## src/rtl/berger_code_scrubber.sv

```systemverilog
// Berger-code memory scrubber.
// Sweeps addresses 0..DEPTH-1 of a Berger-coded memory, two cycles per word
// (ISSUE drives the address, CHECK samples the decoder's error flag on its
// closing edge). Host writes are muxed onto the memory port in every state
// except CHECK, so a sweep read and a host write never touch the port in the
// same cycle. A granted host write re-encodes the word, so its error-bitmap
// bit is cleared; the error count and first-error address keep the history
// of the sweep.
module berger_code_scrubber #(
    parameter int DEPTH  = 16,
    parameter int ADDR_W = 4,
    parameter int DATA_W = 8
) (
    input  logic              clk,
    input  logic              rst,
    input  logic              start,
    input  logic              host_wr_req,
    input  logic [ADDR_W-1:0] host_addr,
    input  logic [DATA_W-1:0] host_data,
    output logic              host_wr_ack,
    output logic [ADDR_W-1:0] mem_addr,
    output logic              mem_wr_en,
    output logic [DATA_W-1:0] mem_wr_data,
    input  logic              mem_err,
    output logic              busy,
    output logic              done,
    output logic [ADDR_W:0]   err_count,
    output logic [DEPTH-1:0]  err_bitmap,
    output logic [ADDR_W-1:0] first_err_addr
);

    typedef enum logic [1:0] {
        IDLE  = 2'd0,
        ISSUE = 2'd1,
        CHECK = 2'd2,
        DONE  = 2'd3
    } state_t;

    state_t            state_reg;
    state_t            state_next;
    logic [ADDR_W-1:0] addr_reg;
    logic [ADDR_W-1:0] addr_next;
    logic [ADDR_W:0]   count_reg;
    logic [ADDR_W:0]   count_next;
    logic [ADDR_W-1:0] first_reg;
    logic [ADDR_W-1:0] first_next;
    logic [DEPTH-1:0]  bitmap_reg;

    logic grant;
    logic sweep_start;
    logic check_err;
    logic last_addr;

    // The grant is gated by reset so that the combinational handshake and
    // memory-port outputs are all forced low while rst is asserted.
    assign grant       = rst && host_wr_req && (state_reg != CHECK);
    assign sweep_start = (state_reg == IDLE) && start;
    assign check_err   = (state_reg == CHECK) && mem_err;
    assign last_addr   = (addr_reg == ADDR_W'(DEPTH - 1));

    // State, sweep address and error summary registers.
    always_ff @(posedge clk or negedge rst) begin
        if (!rst) begin
            state_reg <= IDLE;
            addr_reg  <= '0;
            count_reg <= '0;
            first_reg <= '0;
        end else begin
            state_reg <= state_next;
            addr_reg  <= addr_next;
            count_reg <= count_next;
            first_reg <= first_next;
        end
    end

    // Next-state logic: sweep sequencing, error counting and first-error capture.
    always_comb begin
        state_next = state_reg;
        addr_next  = addr_reg;
        count_next = count_reg;
        first_next = first_reg;
        case (state_reg)
            IDLE: begin
                if (start) begin
                    state_next = ISSUE;
                    addr_next  = '0;
                    count_next = '0;
                    first_next = '0;
                end
            end
            ISSUE: begin
                // A granted host write owns the port this cycle; retry the read.
                if (!grant) begin
                    state_next = CHECK;
                end
            end
            CHECK: begin
                if (mem_err) begin
                    count_next = count_reg + (ADDR_W + 1)'(1);
                    // Host writes never touch the count, so a zero count means
                    // no error has been seen yet in this sweep.
                    if (count_reg == '0) begin
                        first_next = addr_reg;
                    end
                end
                if (last_addr) begin
                    state_next = DONE;
                end else begin
                    addr_next  = addr_reg + ADDR_W'(1);
                    state_next = ISSUE;
                end
            end
            DONE: begin
                // start is deliberately not looked at here.
                state_next = IDLE;
            end
            default: begin
                state_next = IDLE;
            end
        endcase
    end

    // Memory-port mux: host write when granted, otherwise the sweep address.
    always_comb begin
        host_wr_ack = grant;
        mem_wr_en   = grant;
        mem_wr_data = '0;
        mem_addr    = '0;
        if (grant) begin
            mem_addr    = host_addr;
            mem_wr_data = host_data;
        end else if ((state_reg == ISSUE) || (state_reg == CHECK)) begin
            mem_addr = addr_reg;
        end
    end

    // One flop per memory word: set by a failed check, cleared by a fresh
    // host write or at the start of a new sweep.
    generate
        for (genvar gi = 0; gi < DEPTH; gi++) begin : g_bitmap
            logic flag_reg;
            logic hit;
            logic scrub;

            assign hit   = check_err && (addr_reg == ADDR_W'(gi));
            assign scrub = grant && (host_addr == ADDR_W'(gi));

            // Per-word error flag.
            always_ff @(posedge clk or negedge rst) begin
                if (!rst) begin
                    flag_reg <= 1'b0;
                end else if (sweep_start) begin
                    flag_reg <= 1'b0;
                end else if (hit) begin
                    flag_reg <= 1'b1;
                end else if (scrub) begin
                    flag_reg <= 1'b0;
                end
            end

            assign bitmap_reg[gi] = flag_reg;
        end
    endgenerate

    assign busy           = (state_reg != IDLE);
    assign done           = (state_reg == DONE);
    assign err_count      = count_reg;
    assign err_bitmap     = bitmap_reg;
    assign first_err_addr = first_reg;

endmodule

```

## config.mk

```make
export PLATFORM = sky130hd
export DESIGN_NAME = berger_code_scrubber
export DESIGN_NICKNAME = d
export VERILOG_FILES = /design/src/rtl/berger_code_scrubber.sv
export SDC_FILE = /design/constraint.sdc
export NUM_CORES = 1
export LEC_CHECK = 0
export BUFFER_PORTS_ARGS = -buffer_cell sky130_fd_sc_hd__buf_4
export CAP_MARGIN = 5
export CORE_UTILIZATION = 56
export DETAILED_ROUTE_END_ITERATION = 8
export GPL_ROUTABILITY_DRIVEN = 0
export MAX_ROUTING_LAYER = met4
export PLACE_DENSITY = 0.93
export SLEW_MARGIN = 20
export SYNTH_ARGS = -nofsm -noshare
export SYNTH_HDL_FRONTEND = slang
export SYNTH_SLANG_ARGS = --single-unit
```

## constraint.sdc

```tcl
create_clock -name clk -period 4.5 [get_ports clk]
set_clock_uncertainty 0.1 [all_clocks]
set_input_delay 0.9 -clock clk [delete_from_list [all_inputs] [get_ports clk]]
set_output_delay 0.9 -clock clk [all_outputs]
set_load 0.1 [all_outputs]
```

==> results of run 1 <==
==> cells in the mapped netlist (all sizes together), types with 4 or more instances <==
cell type	count	area, um2
nor2	4	15.0
inv	15	56.3
mux2i	8	80.1
a32o	8	80.1
and2	10	62.6
clkbuf	8	30.0
a21oi	13	65.1
o21ai	4	20.0
dfrtp	31	776
buf	23	158
nand2b	8	50.1
o41ai	6	52.6
o31ai	5	37.5
nand3b	4	30.0
ha	10	125
nand2	25	93.8
nand3	8	40.0
==> worst register-to-register path, cell delays in order (launching register included) <==
cell,delay (ps)
dfrtp_1,440
inv_1,100
ha_1,640
mux2i_1,480
or4_1,610
a21oi_1,150
==> layer usage <==
metal,global-route usage,routed length (um),vias to the layer above
li1,-,-,839
met4,0.102,59,0
met3,0.0551,334,6
met2,0.407,2300,81
met5,-,0,-
met1,0.326,1960,833
==> report_power, final <==
group	internal [mW]	total (mW)	leakage, nW	switching, mW
Combinational	0.261	1.09	0.680	0.829
Sequential	0.343	0.423	0.421	0.0802
Clock	0.0919	0.184	0.0386	0.0921
==> cell families after synthesis <==
logic type      count (synthesis)  synth area share
simple gates                   83             0.234
buf+inv                        46             0.120
compound gates                 44             0.164
flops                          31             0.381
fa+ha+maj                      10            0.0615
mux                             8            0.0394
==> area by class of cell <==
class	count	share of cell area
inverters	15	0.0234
well taps	46	0.0240
multi-input cells	145	0.423
flip-flops and latches	31	0.323
clock buffers	8	0.0287
repair buffers	57	0.178
==> per-stage QoR <==
step                 util  std cells  instance area, um2  hold slack [ps]
floorplan               -        222                2030              394
global placement    0.683        294                2330              412
detailed placement  0.683        294                2330              419
CTS                 0.703        302                2400              397
global route        0.703        302                2400              410
finish              0.703        302                2400              387
==> worst paths after layout <==
kind	to
min reg2reg	first_err_addr[1]
max	mem_wr_data[2]
min in group clk	first_err_addr[1]
max reg2reg	err_count[3]
min	err_count[4]
max in group asynchronous	g_bitmap[0].flag_reg
==> cell usage in the layout (no fill, tap or decap), types with 5 or more instances in the layout <==
master    count
o31ai_1       5
ha_1         10
and2_1       10
mux2i_1       8
a32o_1        8
nand2_1      25
clkbuf_4      5
o41ai_1       6
nand3_1       8
nand2b_1      8
dfrtp_1      31
inv_1        15
a21oi_1      13
buf_4        57
==> metrics.csv, run 1 <==
metric,value,unit
synth_nets,249,
synth_seq_cells,31,
hpwl,3400,um
layout_setup_ws,753,ps
rows,21,
dr_total_vias,1759,
cp_max_fo,23,
wl,4650,um
hold_path.class,in2async,
synth_cell_type_count,37,
ys.warnings.count,0,
crit_start,state_reg[0],
coreArea,0.00342,mm2
first_global_vias,1644,
status,completed,
postCtsSetupRepairBufs,0,
multi_input_area,0.00101,mm2
cp-start-kind,flop,
regArea,776,um2
cts_buffers,5,
max_freq,267,MHz
post-place-ws,952,ps
worst_ir_drop_vdd,0.576,mV
dieArea,0.00388,mm2
antenna_found_initial,0,
drt_iter0_drc,93,
start_util,0.596,
cts_buffer_depth,2,
tightest_slew,859,ps
avgSynthCellArea,9.16,um2
htreeDepth,2,
firstDrtPassIters,4,
ys_async_sr_fraction,1.00,
syn_to_final_growth,18.0,%
cts.sinks,31,
critical-path-top-delay-family,simple AND/OR/NAND/NOR gates,
drc,0,
viasPerCell,5.82,
cp.depth,6,
r2r_slack,1900,ps
ctsResizeCount,0,
synth-edff-count,0,
maxCapViolCount,0,
largest_reg_flops,16,
max-slew-margin-rel,0.411,
synth_top_flop_cell,dfrtp_1,
clk_latency,330,ps
ios,58,
nets,282,
slowest_stage,ha_1,
layout-drive-gt1-share,0.266,
setup_viol,0,
grt_max_degree,35,
cp.arrival,2750,ps
cp_common_cell,inv_1,
io_buffers,57,
hold_buffers,0,
die_width,62.3,um
wl_per_cell,15.4,um
grt_pass1_wl,7620,um
drv_slew,0,
worstPathCellList,inv_1 -> ha_1 -> nand3b_1 -> inv_1 -> and2_1 -> buf_4,
finalHoldViolCount,0,
rsz0062_at_grt,no,
r2r_cells,5,
worstPathRequired,3500,ps
path_buf_inv,3,
period_needed,3750,ps
r2r-start,state_reg[0],
fillers,267,
powerDensity,707,mW/mm2
leakage,1.14,nW
cpPeakStageDelay,640,ps
chipHeight,62.3,um
postRouteAntennaNets,0,
min_period_over_period,0.833,
power.total,1.70,mW
final.setup.tns,0,ps
overflow,0,
cts_root_buffer,clkbuf_4,
grt.total_usage,0.258,
cts_tree,done,
crit_type,reg2out,
synth_area,0.00203,mm2
clk_pin_slew,90,ps
antenna_cells,0,
cp-end-kind,output port,
syn_inst,222,
seq_area_frac_synth,0.381,
(Power assumes the default switching activity.)
==> inputs of run 2 (changes only) <==
--- a/config.mk
+++ b/config.mk
@@ -7,11 +7,11 @@
 export LEC_CHECK = 0
 export BUFFER_PORTS_ARGS = -buffer_cell sky130_fd_sc_hd__buf_4
 export CAP_MARGIN = 5
-export CORE_UTILIZATION = 56
+export CORE_UTILIZATION = 47
 export DETAILED_ROUTE_END_ITERATION = 8
 export GPL_ROUTABILITY_DRIVEN = 0
 export MAX_ROUTING_LAYER = met4
-export PLACE_DENSITY = 0.93
+export PLACE_DENSITY = 0.84
 export SLEW_MARGIN = 20
 export SYNTH_ARGS = -nofsm -noshare
 export SYNTH_HDL_FRONTEND = slang
==> constraint.sdc (replaced) <==
create_clock -name clk -period 3.2 [get_ports clk]
set_clock_uncertainty 0.1 [all_clocks]
set_input_delay 0.64 -clock clk [delete_from_list [all_inputs] [get_ports clk]]
set_output_delay 0.64 -clock clk [all_outputs]
set_load 0.1 [all_outputs]
==> metrics.csv, run 2 (synthesis results as in run 1) <==
metric,value,unit
ctsResizeCount,0,
setup_viol,0,
drt-met1-wl,2070,um
status,completed,
hpwl,3460,um
layout_common_cells,"60 x buf_4, 31 x dfrtp_1, 25 x nand2_1",
htreeDepth,2,
drt_iter0_drc,94,
regArea,776,um2
antenna_cells,0,
post-place-ws,792,ps
maxCapViolCount,0,
dr_total_vias,1731,
worst_ir_drop_vdd,0.823,mV
layout-drive-gt1-share,0.275,
largest_reg_flops,16,
drc,0,
die_width,67.8,um
leakage,1.16,nW
clk_latency,280,ps
io_buffers,57,
hold_buffers,0,
final_core_util,0.599,
drv_slew,0,
grt.total_usage,0.228,
wl_met2,2170,um
min_period_over_period,0.839,
worstPathRequired,2460,ps
crit_type,reg2out,
antenna_found_initial,0,
viasPerCell,5.62,
cts_root_buffer,clkbuf_8,
cp-start-kind,flop,
rsz0062_at_grt,no,
wl,4550,um
route.met3.wl,237,um
cp.depth,7,
critical-path-top-delay-family,buffers and inverters,
cts_tree,done,
overflow,0,
grt_pass1_wl,7480,um
cp_max_fo,13,
clk_pin_slew,70,ps
coreArea,0.00409,mm2
layout_setup_ws,514,ps
max_freq,372,MHz
dieArea,0.00460,mm2
ios,58,
final_common_cell,buf_4,
tightest_slew,915,ps
period_needed,2690,ps
hold_ws,81.7,ps
firstDrtPassIters,4,
top_layer,met4,
fillers,365,
postCtsSetupRepairBufs,0,
final.setup.tns,0,ps
powerDensity,995,mW/mm2
cts_buffer_depth,2,
cts_buffers,5,
hold_path.class,in2async,
r2r_cells,5,
dpl-instance-area,0.00236,mm2
grt_max_degree,25,
slowest_stage,dfrtp_1,
first_global_vias,1661,
cts.sinks,31,
syn_to_final_growth,20.3,%
cp-end-kind,output port,
cpPeakStageDelay,420,ps
finalHoldViolCount,0,
chipHeight,67.8,um
path_buf_inv,3,
start_util,0.498,
design_area,0.00245,mm2
worstPathCellList,inv_1 -> ha_1 -> nand3b_1 -> inv_1 -> nand2_1 -> nand2_1 -> buf_4,
multi_input_area,0.00101,mm2
max-slew-margin-rel,0.372,
cp.arrival,1950,ps
wl_per_cell,14.8,um
nets,285,
postRouteAntennaNets,0,
rows,23,
[run 2: changes by cell type in the layout (fill, tap and decap cells not counted), sizes merged]
cell and delta:
clkbuf -2, buf +3, clkinv +1
[run 2: per-stage QoR]
step	cells	power [mW]
floorplan	222	1.88
global placement	301	2.11
detailed placement	301	2.14
CTS	308	2.44
global route	308	2.57
finish	308	2.44
[run 2: path summary, 6_finish.rpt]
path / end / from / slack, ps
setup reg to reg: addr_reg[3] / state_reg[0] / 950
setup / recovery: mem_addr[1] / state_reg[0] / 510
hold reg to reg: first_err_addr[0] / first_err_addr[0] / 420
max in group asynchronous: g_bitmap[5].flag_reg / rst / 2400
hold / removal: g_bitmap[8].flag_reg / rst / 80
min in group clk: first_err_addr[0] / first_err_addr[0] / 420
[run 2: report_power, final]
part	leakage [nW]	total, mW	switching (mW)	internal (mW)
Sequential	0.421	0.594	0.111	0.484
Clock	0.0470	0.301	0.133	0.168
Combinational	0.694	1.54	1.16	0.376
[run 2: final cells by class]
type	count	share of cell area
repair buffers	60	0.184
flip-flops and latches	31	0.317
inverters	15	0.0230
multi-input cells	145	0.415
well taps	50	0.0256
clock buffers	6	0.0337
clock inverters	1	0.00204
[run 2: routing by layer]
| metal | vias to the layer above | GRT usage |
|---|---|---|
| met4 | 0 | 0.102 |
| met5 | - | - |
| met3 | 7 | 0.0372 |
| li1 | 849 | - |
| met2 | 66 | 0.353 |
| met1 | 809 | 0.292 |
==> inputs of run 3 (changes only) <==
--- a/config.mk
+++ b/config.mk
@@ -5,13 +5,14 @@
 export SDC_FILE = /design/constraint.sdc
 export NUM_CORES = 1
 export LEC_CHECK = 0
+export ABC_AREA = 1
 export BUFFER_PORTS_ARGS = -buffer_cell sky130_fd_sc_hd__buf_4
 export CAP_MARGIN = 5
-export CORE_UTILIZATION = 47
+export CORE_UTILIZATION = 48
 export DETAILED_ROUTE_END_ITERATION = 8
 export GPL_ROUTABILITY_DRIVEN = 0
 export MAX_ROUTING_LAYER = met4
-export PLACE_DENSITY = 0.84
+export PLACE_DENSITY = 0.85
 export SLEW_MARGIN = 20
 export SYNTH_ARGS = -nofsm -noshare
 export SYNTH_HDL_FRONTEND = slang
==> constraint.sdc (replaced) <==
create_clock -name clk -period 2.3 [get_ports clk]
set_clock_uncertainty 0.1 [all_clocks]
set_input_delay 0.46 -clock clk [delete_from_list [all_inputs] [get_ports clk]]
set_output_delay 0.46 -clock clk [all_outputs]
set_load 0.1 [all_outputs]
==> metrics.csv, run 3 <==
metric,value,unit
grt_pass1_wl,8120,um
synth.area.mux_share,0,
synth_xor_area_frac,0.00817,
firstDrtPassIters,4,
hold_path.class,in2async,
critical-path-top-delay-family,buffers and inverters,
layout_common_cells,"72 x nand2_1, 57 x buf_4, 50 x nand3_1",
antenna_cells,0,
ctsResizeCount,8,
drt_iter0_drc,131,
status,completed,
path_buf_inv,3,
ys_async_sr_fraction,1.00,
ios,58,
synth_top_family_by_area,simple AND/OR/NAND/NOR gates,
tightest_slew,411,ps
synthTopCellsByArea,"dfrtp_1 36%, nand2_1 13%, nand3_1 12%",
final.setup.tns,0,ps
setup_viol,0,
wl,4920,um
period_needed,2270,ps
syn_to_final_growth,23.4,%
cp-end-kind,output port,
largest_reg_flops,16,
yosys.area_share.simple,0.397,
drv_slew,0,
seq_area_frac_synth,0.362,
synth_nets,331,
coreArea,0.00414,mm2
synth_top_area_frac,0.362,
cp_common_cell,buf_4,
ys.warnings.count,0,
dieArea,0.00474,mm2
rsz0062_at_grt,yes,
first_global_vias,1870,
synthTopCellsByCount,"72 x nand2_1, 50 x nand3_1, 49 x nor2_1",
worstPathCellList,inv_1 -> ha_4 -> nor2_8 -> buf_4 -> buf_4,
synth_cell_type_count,23,
cts_root_buffer,clkbuf_8,
final_common_cell,nand2_1,
cp_max_fo,18,
antenna_found_initial,0,
postRouteAntennaNets,0,
finalHoldViolCount,0,
worst_ir_drop_vdd,0.618,mV
clk_latency,280,ps
syn_inst,304,
min_period_over_period,0.985,
grt_max_degree,33,
rows,23,
overflow,0,
max_freq,441,MHz
cts_tree,done,
leakage,1.41,nW
io_buffers,57,
layout-drive-gt1-share,0.276,
cts.sinks,31,
grt.total_usage,0.243,
dr_total_vias,2063,
avgSynthCellArea,7.05,um2
cp-start-kind,flop,
clk_pin_slew,70,ps
worstPathRequired,1740,ps
slowest_stage,dfrtp_1,
powerDensity,983,mW/mm2
crit_type,reg2out,
final_cells,398,
cts_buffers,5,
postCtsSetupRepairBufs,0,
synth_seq_cells,31,
max-slew-margin-rel,0.725,
wl_per_cell,12.3,um
dp_cells,390,
nets,374,
synthAdderAreaFrac,0.0584,
synth_area,0.00214,mm2
maxCapViolCount,0,
synth_area_leader_cell,dfrtp_1,
hpwl,3650,um
synth-compound-area-share,0.0327,
dpl-instance-area,0.00251,mm2
drc,0,
synth_top_flop_cell,dfrtp_1,
start_util,0.517,
cp.arrival,1710,ps
chipHeight,68.8,um
cpPeakStageDelay,410,ps
hold_buffers,0,
design_area,0.00265,mm2
viasPerCell,5.18,
htreeDepth,2,
cts_buffer_depth,2,
yosysMostFrequentCell,nand2_1,
synth-edff-count,0,
die_width,68.8,um
==> run 3: cell count changes after synthesis, moves of 8 or more <==
cell      change
nand2_1      +47
nor2_1       +45
nand3_1      +42
inv_1        +11
a21oi_1      -10
and2_1       -10
a32o_1        -8
clkbuf_1      -8
mux2i_1       -8
nand2b_1      -8
o21ai_1       +8
==> run 3: metrics by stage <==
stage | setup WS (ps) | total power [mW] | hold slack [ps] | util
after CTS | 11.4 | 2.59 | 108 | 0.633
after global placement | 147 | 2.13 | 364 | 0.607
after global routing | -21.0 | 2.76 | 121 | 0.638
final | 34.7 | 2.60 | 97.4 | 0.638
after floorplan | -258 | 1.89 | 64.4 | -
after detailed placement | 87.3 | 2.16 | 364 | 0.607
==> run 3: routing by layer <==
layer,wire [um],global-route usage,up-vias
met5,0,-,-
met4,80,0.102,0
met3,276,0.0641,10
met2,2340,0.381,69
met1,2220,0.295,951
li1,-,-,1033
==> run 3: report_power, final <==
group          total (mW)  switching (mW)  internal (mW)
Combinational        1.49            1.13          0.364
Clock               0.404           0.193          0.212
Sequential          0.700          0.0907          0.609
Total                2.60            1.41           1.19
==> run 3: logic make-up after synthesis <==
| family | Yosys count |
|---|---|
| adder cells (fa/ha/maj) | 10 |
| AO/OA/AOI/OAI | 14 |
| AND/OR/NAND/NOR | 190 |
| XOR/XNOR | 2 |
| buffers and inverters | 57 |
| flip-flops | 31 |
==> run 3: area by class of cell <==
cell class                      instances  area, um2
Sequential cell                        31        776
Inverter                               32        125
Timing Repair Buffer                   61        489
Clock inverter                          1       5.00
Clock buffer                            7       76.3
Multi-Input combinational cell        216       1110
Tap cell                               50       62.6
Fill cell                             393       1500
==> run 3: worst paths after layout <==
kind                                    from                   end  slack [ps]  depth (start not counted)
setup / recovery                state_reg[0]           host_wr_ack          30                          5
min in group clk           first_err_addr[2]     first_err_addr[2]         370                          2
hold / removal                           rst           addr_reg[0]         100                          2
max in group asynchronous                rst  g_bitmap[2].flag_reg        1710                          2
setup reg to reg                state_reg[0]     first_err_addr[3]         400                         10
hold reg to reg            first_err_addr[2]     first_err_addr[2]         370                          2
